**src/rtl/exposure_pkg.sv**
```systemverilog
// Shared state encoding and default parameter values for the exposure sequencer.
package exposure_pkg;

    typedef enum logic [1:0] {
        S_IDLE    = 2'b00,
        S_ERASE   = 2'b11,
        S_EXPOSE  = 2'b01,
        S_READOUT = 2'b10
    } state_t;

    localparam int DEF_N_ROWS      = 2;
    localparam int DEF_EXP_W       = 5;
    localparam int DEF_EXP_MIN     = 2;
    localparam int DEF_EXP_MAX     = 30;
    localparam int DEF_EXP_DEFAULT = 2;
    localparam int DEF_EXP_STEP    = 1;
    localparam int DEF_TICK_DIV    = 4;
    localparam int DEF_ERASE_CYC   = 4;
    localparam int DEF_ROW_CYC     = 4;

endpackage

```
**src/rtl/exp_time_reg.sv**
```systemverilog
// Saturating exposure-time register stepped by rising edges of the Inc/Dec buttons,
// only while Enable is high.
module exp_time_reg #(
    parameter int EXP_W       = 5,
    parameter int EXP_MIN     = 2,
    parameter int EXP_MAX     = 30,
    parameter int EXP_DEFAULT = 2,
    parameter int EXP_STEP    = 1
) (
    input  logic             Clk,
    input  logic             Reset,
    input  logic             Enable,
    input  logic             Exp_Inc,
    input  logic             Exp_Dec,
    output logic [EXP_W-1:0] Exp_Time
);

    logic             inc_prev;
    logic             dec_prev;
    logic             inc_rise;
    logic             dec_rise;
    logic [EXP_W:0]   up_sum;
    logic [EXP_W:0]   dn_diff;
    logic [EXP_W-1:0] time_nx;

    assign inc_rise = Exp_Inc & ~inc_prev;
    assign dec_rise = Exp_Dec & ~dec_prev;

    // The extra top bit catches both overflow past EXP_MAX and borrow below zero.
    always_comb begin
        up_sum  = {1'b0, Exp_Time} + (EXP_W+1)'(EXP_STEP);
        dn_diff = {1'b0, Exp_Time} - (EXP_W+1)'(EXP_STEP);
        time_nx = Exp_Time;
        if (Enable && inc_rise && !dec_rise) begin
            time_nx = (up_sum > (EXP_W+1)'(EXP_MAX)) ? EXP_W'(EXP_MAX) : up_sum[EXP_W-1:0];
        end else if (Enable && dec_rise && !inc_rise) begin
            time_nx = (dn_diff[EXP_W] || (dn_diff < (EXP_W+1)'(EXP_MIN)))
                      ? EXP_W'(EXP_MIN) : dn_diff[EXP_W-1:0];
        end
    end

    // History bits reset high so a button held through reset does not step.
    always_ff @(posedge Clk) begin
        if (Reset) begin
            inc_prev <= 1'b1;
            dec_prev <= 1'b1;
            Exp_Time <= EXP_W'(EXP_DEFAULT);
        end else begin
            inc_prev <= Exp_Inc;
            dec_prev <= Exp_Dec;
            Exp_Time <= time_nx;
        end
    end

endmodule

```
**src/rtl/exposure_sequencer.sv**
```systemverilog
// Sequences erase, exposure and row readout of the pixel array and strobes the ADC
// inside each row slot; all outputs are registered alongside the state.
module exposure_sequencer
    import exposure_pkg::*;
#(
    parameter int N_ROWS      = DEF_N_ROWS,
    parameter int EXP_W       = DEF_EXP_W,
    parameter int EXP_MIN     = DEF_EXP_MIN,
    parameter int EXP_MAX     = DEF_EXP_MAX,
    parameter int EXP_DEFAULT = DEF_EXP_DEFAULT,
    parameter int EXP_STEP    = DEF_EXP_STEP,
    parameter int TICK_DIV    = DEF_TICK_DIV,
    parameter int ERASE_CYC   = DEF_ERASE_CYC,
    parameter int ROW_CYC     = DEF_ROW_CYC
) (
    input  logic              Clk,
    input  logic              Reset,
    input  logic              Init,
    input  logic              Cont,
    input  logic              Exp_Inc,
    input  logic              Exp_Dec,
    output logic              Erase,
    output logic              Expose,
    output logic [N_ROWS-1:0] NRE,
    output logic              ADC,
    output logic              Done,
    output logic              Busy,
    output logic [EXP_W-1:0]  Exp_Time
);

    localparam int ROW_W  = (N_ROWS > 1) ? $clog2(N_ROWS) : 1;
    localparam int SLOT_W = $clog2(ROW_CYC);
    localparam int PH_MAX = (ERASE_CYC > TICK_DIV) ? ERASE_CYC : TICK_DIV;
    localparam int PH_W   = (PH_MAX > 1) ? $clog2(PH_MAX) : 1;

    state_t            state, state_nx;
    logic [PH_W-1:0]   phase_cnt, phase_nx;
    logic [EXP_W-1:0]  exp_cnt, exp_nx;
    logic [ROW_W-1:0]  row_cnt, row_nx;
    logic [SLOT_W-1:0] slot_cnt, slot_nx;
    logic              done_nx;

    exp_time_reg #(
        .EXP_W      (EXP_W),
        .EXP_MIN    (EXP_MIN),
        .EXP_MAX    (EXP_MAX),
        .EXP_DEFAULT(EXP_DEFAULT),
        .EXP_STEP   (EXP_STEP)
    ) u_exp_time (
        .Clk     (Clk),
        .Reset   (Reset),
        .Enable  (state == S_IDLE),
        .Exp_Inc (Exp_Inc),
        .Exp_Dec (Exp_Dec),
        .Exp_Time(Exp_Time)
    );

    // phase_cnt times the erase phase and doubles as the exposure prescaler;
    // exp_cnt counts remaining exposure units, latched on entry to EXPOSE.
    always_comb begin
        state_nx = state;
        phase_nx = phase_cnt;
        exp_nx   = exp_cnt;
        row_nx   = row_cnt;
        slot_nx  = slot_cnt;
        done_nx  = 1'b0;
        case (state)
            S_IDLE: begin
                if (Init) begin
                    state_nx = S_ERASE;
                    phase_nx = '0;
                end
            end
            S_ERASE: begin
                if (phase_cnt == PH_W'(ERASE_CYC - 1)) begin
                    state_nx = S_EXPOSE;
                    phase_nx = '0;
                    exp_nx   = Exp_Time;
                end else begin
                    phase_nx = phase_cnt + PH_W'(1);
                end
            end
            S_EXPOSE: begin
                if (phase_cnt == PH_W'(TICK_DIV - 1)) begin
                    phase_nx = '0;
                    if (exp_cnt <= EXP_W'(1)) begin
                        state_nx = S_READOUT;
                        row_nx   = '0;
                        slot_nx  = '0;
                    end else begin
                        exp_nx = exp_cnt - EXP_W'(1);
                    end
                end else begin
                    phase_nx = phase_cnt + PH_W'(1);
                end
            end
            S_READOUT: begin
                if (slot_cnt == SLOT_W'(ROW_CYC - 1)) begin
                    slot_nx = '0;
                    if (row_cnt == ROW_W'(N_ROWS - 1)) begin
                        row_nx   = '0;
                        phase_nx = '0;
                        done_nx  = 1'b1;
                        state_nx = Cont ? S_ERASE : S_IDLE;
                    end else begin
                        row_nx = row_cnt + ROW_W'(1);
                    end
                end else begin
                    slot_nx = slot_cnt + SLOT_W'(1);
                end
            end
            default: state_nx = S_IDLE;
        endcase
    end

    // Outputs are decoded from the next state so they register on the same edge.
    always_ff @(posedge Clk) begin
        if (Reset) begin
            state     <= S_IDLE;
            phase_cnt <= '0;
            exp_cnt   <= '0;
            row_cnt   <= '0;
            slot_cnt  <= '0;
            Erase     <= 1'b0;
            Expose    <= 1'b0;
            NRE       <= '1;
            ADC       <= 1'b0;
            Done      <= 1'b0;
            Busy      <= 1'b0;
        end else begin
            state     <= state_nx;
            phase_cnt <= phase_nx;
            exp_cnt   <= exp_nx;
            row_cnt   <= row_nx;
            slot_cnt  <= slot_nx;
            Erase     <= (state_nx == S_ERASE);
            Expose    <= (state_nx == S_EXPOSE);
            NRE       <= (state_nx == S_READOUT) ? ~(N_ROWS'(1) << row_nx) : '1;
            ADC       <= (state_nx == S_READOUT) && (slot_nx != '0)
                         && (slot_nx != SLOT_W'(ROW_CYC - 1));
            Done      <= done_nx;
            Busy      <= (state_nx != S_IDLE);
        end
    end

endmodule

```
**config.mk**
```make
export PLATFORM = sky130hd
export DESIGN_NAME = exposure_sequencer
export DESIGN_NICKNAME = d
export VERILOG_FILES = /design/src/rtl/exposure_pkg.sv /design/src/rtl/exp_time_reg.sv /design/src/rtl/exposure_sequencer.sv
export SDC_FILE = /design/constraint.sdc
export NUM_CORES = 1
export LEC_CHECK = 0
export CAP_MARGIN = 15
export CORE_MARGIN = 3
export CORE_UTILIZATION = 30
export CTS_CLUSTER_DIAMETER = 120
export CTS_CLUSTER_SIZE = 28
export DETAILED_ROUTE_END_ITERATION = 7
export PLACE_DENSITY = 0.55
export REMOVE_ABC_BUFFERS = 1
export SLEW_MARGIN = 0
export SYNTH_ARGS = -nofsm -noshare
export SYNTH_HDL_FRONTEND = slang
export SYNTH_SLANG_ARGS = --single-unit
```
**constraint.sdc**
```tcl
create_clock -name Clk -period 2.6 [get_ports Clk]
set_clock_uncertainty 0.1 [all_clocks]
set_input_delay 0.52 -clock Clk [delete_from_list [all_inputs] [get_ports Clk]]
set_output_delay 0.52 -clock Clk [all_outputs]
set_load 0.005 [all_outputs]
```
# Word level (Yosys, flattened, before mapping)
# Cells that the tools add are included.
# word_totals
register_bits	26
latchBits	0
mem_bits_rw	0
romBits	0
output_inout_bits	12
wordCells	97
n_memories	0
# classes
addsub	6
mul	0
n_div	0
n_lt_le_gt_ge	3
n_eq_ne	15
shifts	1
n_mux	31
n_bitwise	8
n_reduce_logical	19
# op_table
operator	count
2-to-1 mux 5 bit	7
2-to-1 mux 2 bit	14
!= test 2 bit (second input constant)	7
== test 2 bit (second input constant)	6
one-hot mux 5 bit (2 select lines)	1
one-hot mux 2 bit (4 select lines)	1
nonzero test 2 bit	4
adder 5 x 1 -> 6 bit (second input constant)	1
greater-than comparator 6 x 5 -> 1 bit (second input constant)	1
logical AND 1 bit	6
less-than comparator 6 x 2 -> 1 bit (second input constant)	1
one-hot mux 2 bit (3 select lines)	1
subtractor 5 x 1 -> 6 bit (second input constant)	1
less-or-equal comparator 5 x 1 -> 1 bit (second input constant)	1
2-to-1 mux 1 bit	5
NOT 1 bit	5
subtractor 5 x 1 -> 5 bit (second input constant)	1
adder 2 x 1 -> 2 bit (second input constant)	2
== test 2 x 1 -> 1 bit (second input constant)	2
one-hot mux 2 bit (2 select lines)	1
AND reduction 4 bit	1
OR reduction 2 bit	2
AND reduction 3 bit	1
OR reduction 3 bit	1
other kinds (8)	10

# Depth between registers and ports, before layout
# Gate-level depths: netlist (run 1).
# depth
depth_word	7
depth_mapped	8
depth_no_buf	7

# Hierarchy
# Synthesis (run 1) repeated with hierarchy kept, for this count alone.
# hier_totals
hier_cells	196
area_unflattened_um2	1702.9
# modules_own_cells
mod	instances	cells_per_inst	area_per_inst_um2
exposure_sequencer	1	123	1062.3
exp_time_reg	1	73	640.6

# Least setup slack after synthesis (run 1)
# OpenSTA, ideal clock, no wires.
# synth_timing
path_type	reg-to-reg
start	reg u_exp_time.Exp_Time[0]
end	reg u_exp_time.Exp_Time[3]
setup_ns	0.119
arrival_time_ns	1.754
slack_ns	0.628
path_stages_with_launch	9
n_path_buf	1
path_cell_list	dfxtp_1 > clkbuf_1 > inv_1 > ha_1 > inv_1 > a211oi_1 > o21ai_0 > o21ai_0 > o221a_2
# synth_between
elab_chain_len	6
# synth_rtl
element	line	text
start: declaration	exp_time_reg.sv:15	output logic [EXP_W-1:0] Exp_Time
start signal: assignment	exp_time_reg.sv:47	Exp_Time <= EXP_W'(EXP_DEFAULT);
start signal: assignment	exp_time_reg.sv:51	Exp_Time <= time_nx;
subtractor 5 x 1 -> 6 bit	exp_time_reg.sv:32	dn_diff = {1'b0, Exp_Time} - (EXP_W+1)'(EXP_STEP);
less-than comparator 6 x 2 -> 1 bit	exp_time_reg.sv:37	time_nx = (dn_diff[EXP_W] || (dn_diff < (EXP_W+1)'(EXP_MIN)))
logical OR 1 bit	exp_time_reg.sv:37	
2-to-1 mux 5 bit	exp_time_reg.sv:38	? EXP_W'(EXP_MIN) : dn_diff[EXP_W-1:0];
2-to-1 mux 5 bit	exp_time_reg.sv:36	end else if (Enable && dec_rise && !inc_rise) begin
2-to-1 mux 5 bit (*)	exp_time_reg.sv:34	if (Enable && inc_rise && !dec_rise) begin
# Every way passes the cells marked *; elsewhere a longest branch is shown, timed or not. The select of a mux whose other input is x is not followed.
# A chain may end at the register's enable or synchronous reset.

# Final worst setup path (run 1)
# layout_timing
start	reg phase_cnt[0]
end	reg Expose
# layout_between
elab_chain_len	4
# layout_rtl
element	line	text
start: declaration	exposure_sequencer.sv:37	logic [PH_W-1:0] phase_cnt, phase_nx;
start signal: assignment	exposure_sequencer.sv:132	phase_cnt <= phase_nx;
== test 2 bit (*)	exposure_sequencer.sv:75, exposure_sequencer.sv:84	
2-to-1 mux 2 bit, on equally long branches	exposure_sequencer.sv:84, exposure_sequencer.sv:75	
one-hot mux 2 bit (4 select lines) (*)	exposure_sequencer.sv:67	case (state)
== test 2 x 1 -> 1 bit (*)	exposure_sequencer.sv:137	Expose <= (state_nx == S_EXPOSE);
end signal: assignment	exposure_sequencer.sv:137	
end: declaration	exposure_sequencer.sv:23	output logic Expose,
# Every way passes the cells marked *; elsewhere a longest branch is shown, timed or not.

==> out/results.txt, run 1 <==
Hold Crit Class -> reg -> reg
worst flop-to-flop path startpoint -> phase_cnt[0]$_SDFFE_PP0P_
hold-critical path depth -> 2
drt via density -> 4.993
# port buffers -> 17
Worst R2R Setup Slack -> 0.47 ns
post-route ant nets -> 0
DRC Markers -> 0
Die ar. -> 6400 sq um
startpoint types -> register
crit path time final -> 2.133 ns
VDD IR max -> 0.4405 mV
vias -> 1453
worst slew pin tran -> 0.4238 ns
final hold slack -> 0.3950 ns
initial antenna violation count -> 0
EDFF count, synth -> 0
Antenna diodes -> 0
Seq/Total Area, Yosys -> 31.68%
synthesized area -> 1643 sq um
critical path depth in cells -> 6
Max-slew headroom -> 71.74%
area delta synth->final -> 21.17%
Synth warnings -> 0
commonest cells after routing, fill and taps aside -> dfxtp_1, nor2_1, clkdlybuf4s50_1, inv_1
Clock Sinks -> 26
GRT Overall Usage -> 12.68%
RSZ-0062 raised after global routing -> no
fraction of registers with async set/reset -> 0%
DR pass1 iterations -> 4
Detail Placement HPWL -> 2788 microns
final setup fails -> 0
reg2reg path depth -> 6
Syn Inst Count -> 200
WL final -> 3699 microns
most common cell after layout, fill and taps aside -> dfxtp_1
register bit count reported by yosys -> 26
MaxCap Viol Count -> 0
count of cell types in the netlist -> 52
Power, Total -> 1.520 mW
I/O pins -> 18
htree depth -> 1
RePlAce Congestion -> 0.7870
Row Count -> 26
pwr/cell area -> 763.8 nW/um^2
final hold viol count -> 0
Critical R2R Capture -> Expose$_SDFF_PP0_
post_cts resized -> 0
clk slew on worst S/H paths -> 0.10 ns
vias in the first global route -> 1411
top_reg_cell synth -> dfxtp_1
fin. max-slew vios -> 0
worst path required time -> 2.68 ns
Critical path buffers and inverters -> 0
Crit path max-delay family -> simple AND/OR/NAND/NOR gates
Die W -> 80 microns
Initial Utilization -> 31.56%
critical path class -> reg -> reg
cts bufs inserted -> 3
Root Driver -> clkbuf_8
CP endpoint kind -> register
setup_tns -> 0 ns
max incr delay on CP -> 0.49 ns
P_leak -> 0.7442 nW
# Post-CTS Setup Buffers -> 0
pin count of the biggest net entering global routing -> 16
final period utilization -> 82.05%
Core ar. -> 5205 sq um
grt ovf -> 0
Die H -> 80 microns
arrival time worst endpoint -> 2.21 ns
Mapped Avg Cell Area -> 8.214 sq um
Worst path slowest cell -> or4b_4
Iteration-0 DRC Markers -> 76
layout cell share with drive strength beyond 1 -> 9.955%
Hold Buf Count CTS -> 0
Worst Setup SP -> phase_cnt[0]$_SDFFE_PP0P_
crit-path cells -> ha_1 -> or4b_4 -> o21ai_2 -> a32oi_4 -> and2_1 -> and2b_1
clock buffer depth -> 2
Final #Nets -> 240
status -> complete, no violations
clk_lat worst skew -> 0.27 ns
CP Capture Point -> Expose$_SDFF_PP0_
largest fanout on the critical path -> 6
fin util -> 38.25%
CTS tree -> done
first-pass GRT wire length -> 6555 microns
average wire per standard cell -> 12.71 microns
Peak Freq -> 0.4688 GHz
[metal layers]
metal | part of all wire [%] | vias up | GRT usage (%)
met1 | 51 | 660 | 17.09
met4 | 0.38 | 0 | 1.689
met5 | 0 | - | 0
met2 | 45 | 26 | 21.11
li1 | - | 765 | -
met3 | 3.9 | 2 | 2.822
[cell usage after synthesis, types with 2 or more instances]
library cell / instances / area share, %
nor3_1: 3 / 0.91
nand2_1: 5 / 1.1
o2111ai_1: 2 / 1.1
o21ai_2: 2 / 1.1
nand2b_1: 5 / 1.9
a21boi_0: 2 / 0.91
a22oi_1: 2 / 0.91
a21oi_1: 14 / 4.3
a211oi_1: 2 / 0.91
o211ai_1: 2 / 0.91
o21ai_0: 14 / 4.3
o21a_1: 4 / 1.8
or2_2: 2 / 0.76
nor2_1: 23 / 5.3
nor2b_1: 4 / 1.5
nand4_1: 4 / 1.5
clkbuf_1: 5 / 1.1
nand3_1: 7 / 2.1
and2_1: 6 / 2.3
xnor2_1: 3 / 1.6
nand3b_1: 3 / 1.4
ha_1: 12 / 9.1
inv_1: 15 / 3.4
a31oi_1: 6 / 2.3
dfxtp_1: 26 / 32
[logic make-up (layout without fill, tap and decap cells)]
kind of cell             count (synthesis)  after routing  share of synthesized area [%]
flip-flops                              26             26                          31.68
adder cells (fa/ha/maj)                 12             12                          9.139
AO/OA/AOI/OAI                           65             65                          27.72
XOR/XNOR                                 4              4                          2.133
buffers and inverters                   20             41                          4.570
AND/OR/NAND/NOR                         71             71                          23.46
multiplexers                             2              2                          1.295
[sequential cells by signal, summed over array words and instances, names as in the netlist]
name	flops
Done	1
u_exp_time.Exp_Time	5
row_cnt	1
state	2
Busy	1
u_exp_time.inc_prev	1
ADC	1
slot_cnt	2
exp_cnt	5
phase_cnt	2
Erase	1
u_exp_time.dec_prev	1
Expose	1
NRE	2
[area by class of cell]
class                      count  area (sq um)
clock buffer                   3         41.29
timing repair buffer          22         207.7
multi-input combinational    154          1047
clock inverter                 1         30.03
tap                           70         87.58
fill                         545          3214
inverter                      15         56.30
sequential                    26         520.5
[how the worst min path moves through the flow]
stage	from	to
floorplan	phase_cnt[1]$_SDFFE_PP0P_	phase_cnt[1]$_SDFFE_PP0P_
global placement	phase_cnt[1]$_SDFFE_PP0P_	phase_cnt[1]$_SDFFE_PP0P_
detailed placement	phase_cnt[1]$_SDFFE_PP0P_	phase_cnt[1]$_SDFFE_PP0P_
CTS	phase_cnt[1]$_SDFFE_PP0P_	phase_cnt[1]$_SDFFE_PP0P_
global route	phase_cnt[1]$_SDFFE_PP0P_	phase_cnt[1]$_SDFFE_PP0P_
finish	phase_cnt[1]$_SDFFE_PP0P_	phase_cnt[1]$_SDFFE_PP0P_
[stage by stage]
stage | instance area [sq um] | worst slack (ns) | std cells
after floorplan | 1624 | 0.7001 | 195
after global placement | 1919 | 0.4003 | 287
after detailed placement | 1919 | 0.3538 | 287
after CTS | 1991 | 0.4672 | 291
after global routing | 1991 | 0.2327 | 291
final | 1991 | 0.4667 | 291
[worst reg2reg max path, stage by stage, from the launching register on]
cell     delay, ns
dfxtp_1       0.36
ha_1          0.26
or4b_4        0.49
o21ai_2       0.29
a32oi_4       0.18
and2_1        0.20
and2b_1       0.15
[power by group]
part           switching (mW)  total (mW)  internal [mW]
clock                   0.133       0.339          0.206
combinational           0.373       0.685          0.311
sequential             0.0386       0.497          0.458
(Power assumes the default switching activity.)
==> inputs of run 2 (changes only) <==
--- a/config.mk
+++ b/config.mk
@@ -11,7 +11,7 @@
 export CTS_CLUSTER_DIAMETER = 120
 export CTS_CLUSTER_SIZE = 28
 export DETAILED_ROUTE_END_ITERATION = 7
-export PLACE_DENSITY = 0.55
+export PLACE_DENSITY = 0.57
 export REMOVE_ABC_BUFFERS = 1
 export SLEW_MARGIN = 0
 export SYNTH_ARGS = -nofsm -noshare
==> constraint.sdc (replaced) <==
create_clock -name Clk -period 1.95 [get_ports Clk]
set_clock_uncertainty 0.1 [all_clocks]
set_input_delay 0.39 -clock Clk [delete_from_list [all_inputs] [get_ports Clk]]
set_output_delay 0.39 -clock Clk [all_outputs]
set_load 0.005 [all_outputs]
==> out/results.txt, run 2 (synthesized netlist as in run 1, its figures left out) <==
status -> complete, no violations
first-pass GRT wire length -> 6706 microns
VDD IR max -> 0.5223 mV
commonest cells after routing, fill and taps aside -> buf_4, dfxtp_1, nor2_1, clkdlybuf4s50_1, inv_1
Worst path slowest cell -> or4b_4
post-route worst setup slack -> 0.05637 ns
crit path time final -> 1.894 ns
final hold viol count -> 0
post-route cell area -> 2212 sq um
worst path required time -> 2.07 ns
DR WL met2 -> 1841 microns
fin. max-slew vios -> 0
DRC Markers -> 0
worst slew pin tran -> 0.3601 ns
Max-slew headroom -> 75.74%
# port buffers -> 17
pwr/cell area -> 991.0 nW/um^2
startpoint types -> register
crit-path cells -> ha_4 -> or4b_4 -> o211a_1 -> o21ai_2 -> nor3b_4 -> and2_1
Placed Area -> 2092 sq um
final hold slack -> 0.4031 ns
Clock Sinks -> 26
Detail Placement HPWL -> 3026 microns
I/O pins -> 18
pin count of the biggest net entering global routing -> 15
GRT Overall Usage -> 13.04%
htree depth -> 1
dpl cells -> 310
DR WL met3 -> 191 microns
vias in the first global route -> 1501
CP endpoint kind -> register
Hold Buf Count CTS -> 0
Die ar. -> 6400 sq um
fin util -> 42.50%
setup_tns -> 0 ns
met1 wire length -> 1917 microns
final setup fails -> 0
Core ar. -> 5205 sq um
vias -> 1578
critical path class -> reg -> reg
CTS tree -> done
Iteration-0 DRC Markers -> 57
MaxCap Viol Count -> 0
post-route ant nets -> 0
RePlAce Congestion -> 0.8133
area delta synth->final -> 34.65%
Initial Utilization -> 31.56%
Die H -> 80 microns
biggest regs -> exp_cnt (5), u_exp_time.Exp_Time (5)
arrival time worst endpoint -> 2.02 ns
fin cells -> 315
Row Count -> 26
max incr delay on CP -> 0.48 ns
Antenna diodes -> 0
P_leak -> 0.8628 nW
most common cell after layout, fill and taps aside -> buf_4
Peak Freq -> 0.5281 GHz
Final #Nets -> 264
clk_lat worst skew -> 0.27 ns
final period utilization -> 97.11%
pre-CTS setup slack -> -0.1600 ns
drt via density -> 5.010
initial antenna violation count -> 0
largest fanout on the critical path -> 3
Hold Crit Class -> reg -> reg
DR pass1 iterations -> 4
Die W -> 80 microns
Root Driver -> clkbuf_8
clk slew on worst S/H paths -> 0.09 ns
WL final -> 3963 microns
max layer used -> met4
clock buffer depth -> 2
layout cell share with drive strength beyond 1 -> 22.86%
Layout fillers -> 557
Power, Total -> 2.192 mW
RSZ-0062 raised after global routing -> yes
average wire per standard cell -> 12.58 microns
grt ovf -> 0
cts bufs inserted -> 3
-- run 2: changes by cell type in the layout (fill, tap and decap cells not counted), moves of 2 or more --
cell,change
o21ai_0,-2
buf_4,+24
dfxtp_2,+2
ha_1,-2
dfxtp_1,-2
-- run 2: report_power, final --
part	internal, mW	switching (mW)	leakage (nW)	total, mW
clock network	0.181	0.176	0.0288	0.357
logic	0.618	0.555	0.621	1.17
registers	0.612	0.0503	0.213	0.663
total	1.41	0.781	0.863	2.19
-- run 2: critical path, delay by kind of cell, from the launching register on --
family	cells	cell delay [ns]
AND/OR/NAND/NOR	3	0.88
AO/OA/AOI/OAI	2	0.38
flip-flops	1	0.36
adder cells (fa/ha/maj)	1	0.13
-- run 2: final timing paths --
kind,startpoint,to,slack [ns],depth (start not counted)
worst max register to register,phase_cnt[0]$_SDFFE_PP0P_,ADC$_SDFF_PP0_,0.06,6
worst min-delay path,phase_cnt[1]$_SDFFE_PP0P_,phase_cnt[1]$_SDFFE_PP0P_,0.40,2
worst max-delay path,phase_cnt[0]$_SDFFE_PP0P_,ADC$_SDFF_PP0_,0.06,6
worst min register to register,phase_cnt[1]$_SDFFE_PP0P_,phase_cnt[1]$_SDFFE_PP0P_,0.40,2
-- run 2: layout make-up --
cell class	count	area, sq um	share of cell area (%)
Clock buffer	4	55.05	2.489
Multi-Input combinational cell	154	1102	49.83
Inverter	15	56.30	2.545
Tap cell	70	87.58	3.959
Sequential cell	26	523.0	23.64
Timing Repair Buffer	46	387.9	17.53
-- run 2: per-layer routing --
| layer | vias up | global-route usage, % |
|---|---|---|
| met5 | - | 0 |
| met1 | 728 | 16.63 |
| met4 | 0 | 2.534 |
| met3 | 2 | 3.160 |
| li1 | 814 | - |
| met2 | 34 | 22.27 |
-- run 2: what timing repair did --
action	CTS	global route
gates resized for setup	3	12
buffers inserted	0	1
pin swaps	0	3
setup endpoints to repair	5	16
endpoints found under the hold margin	0	0
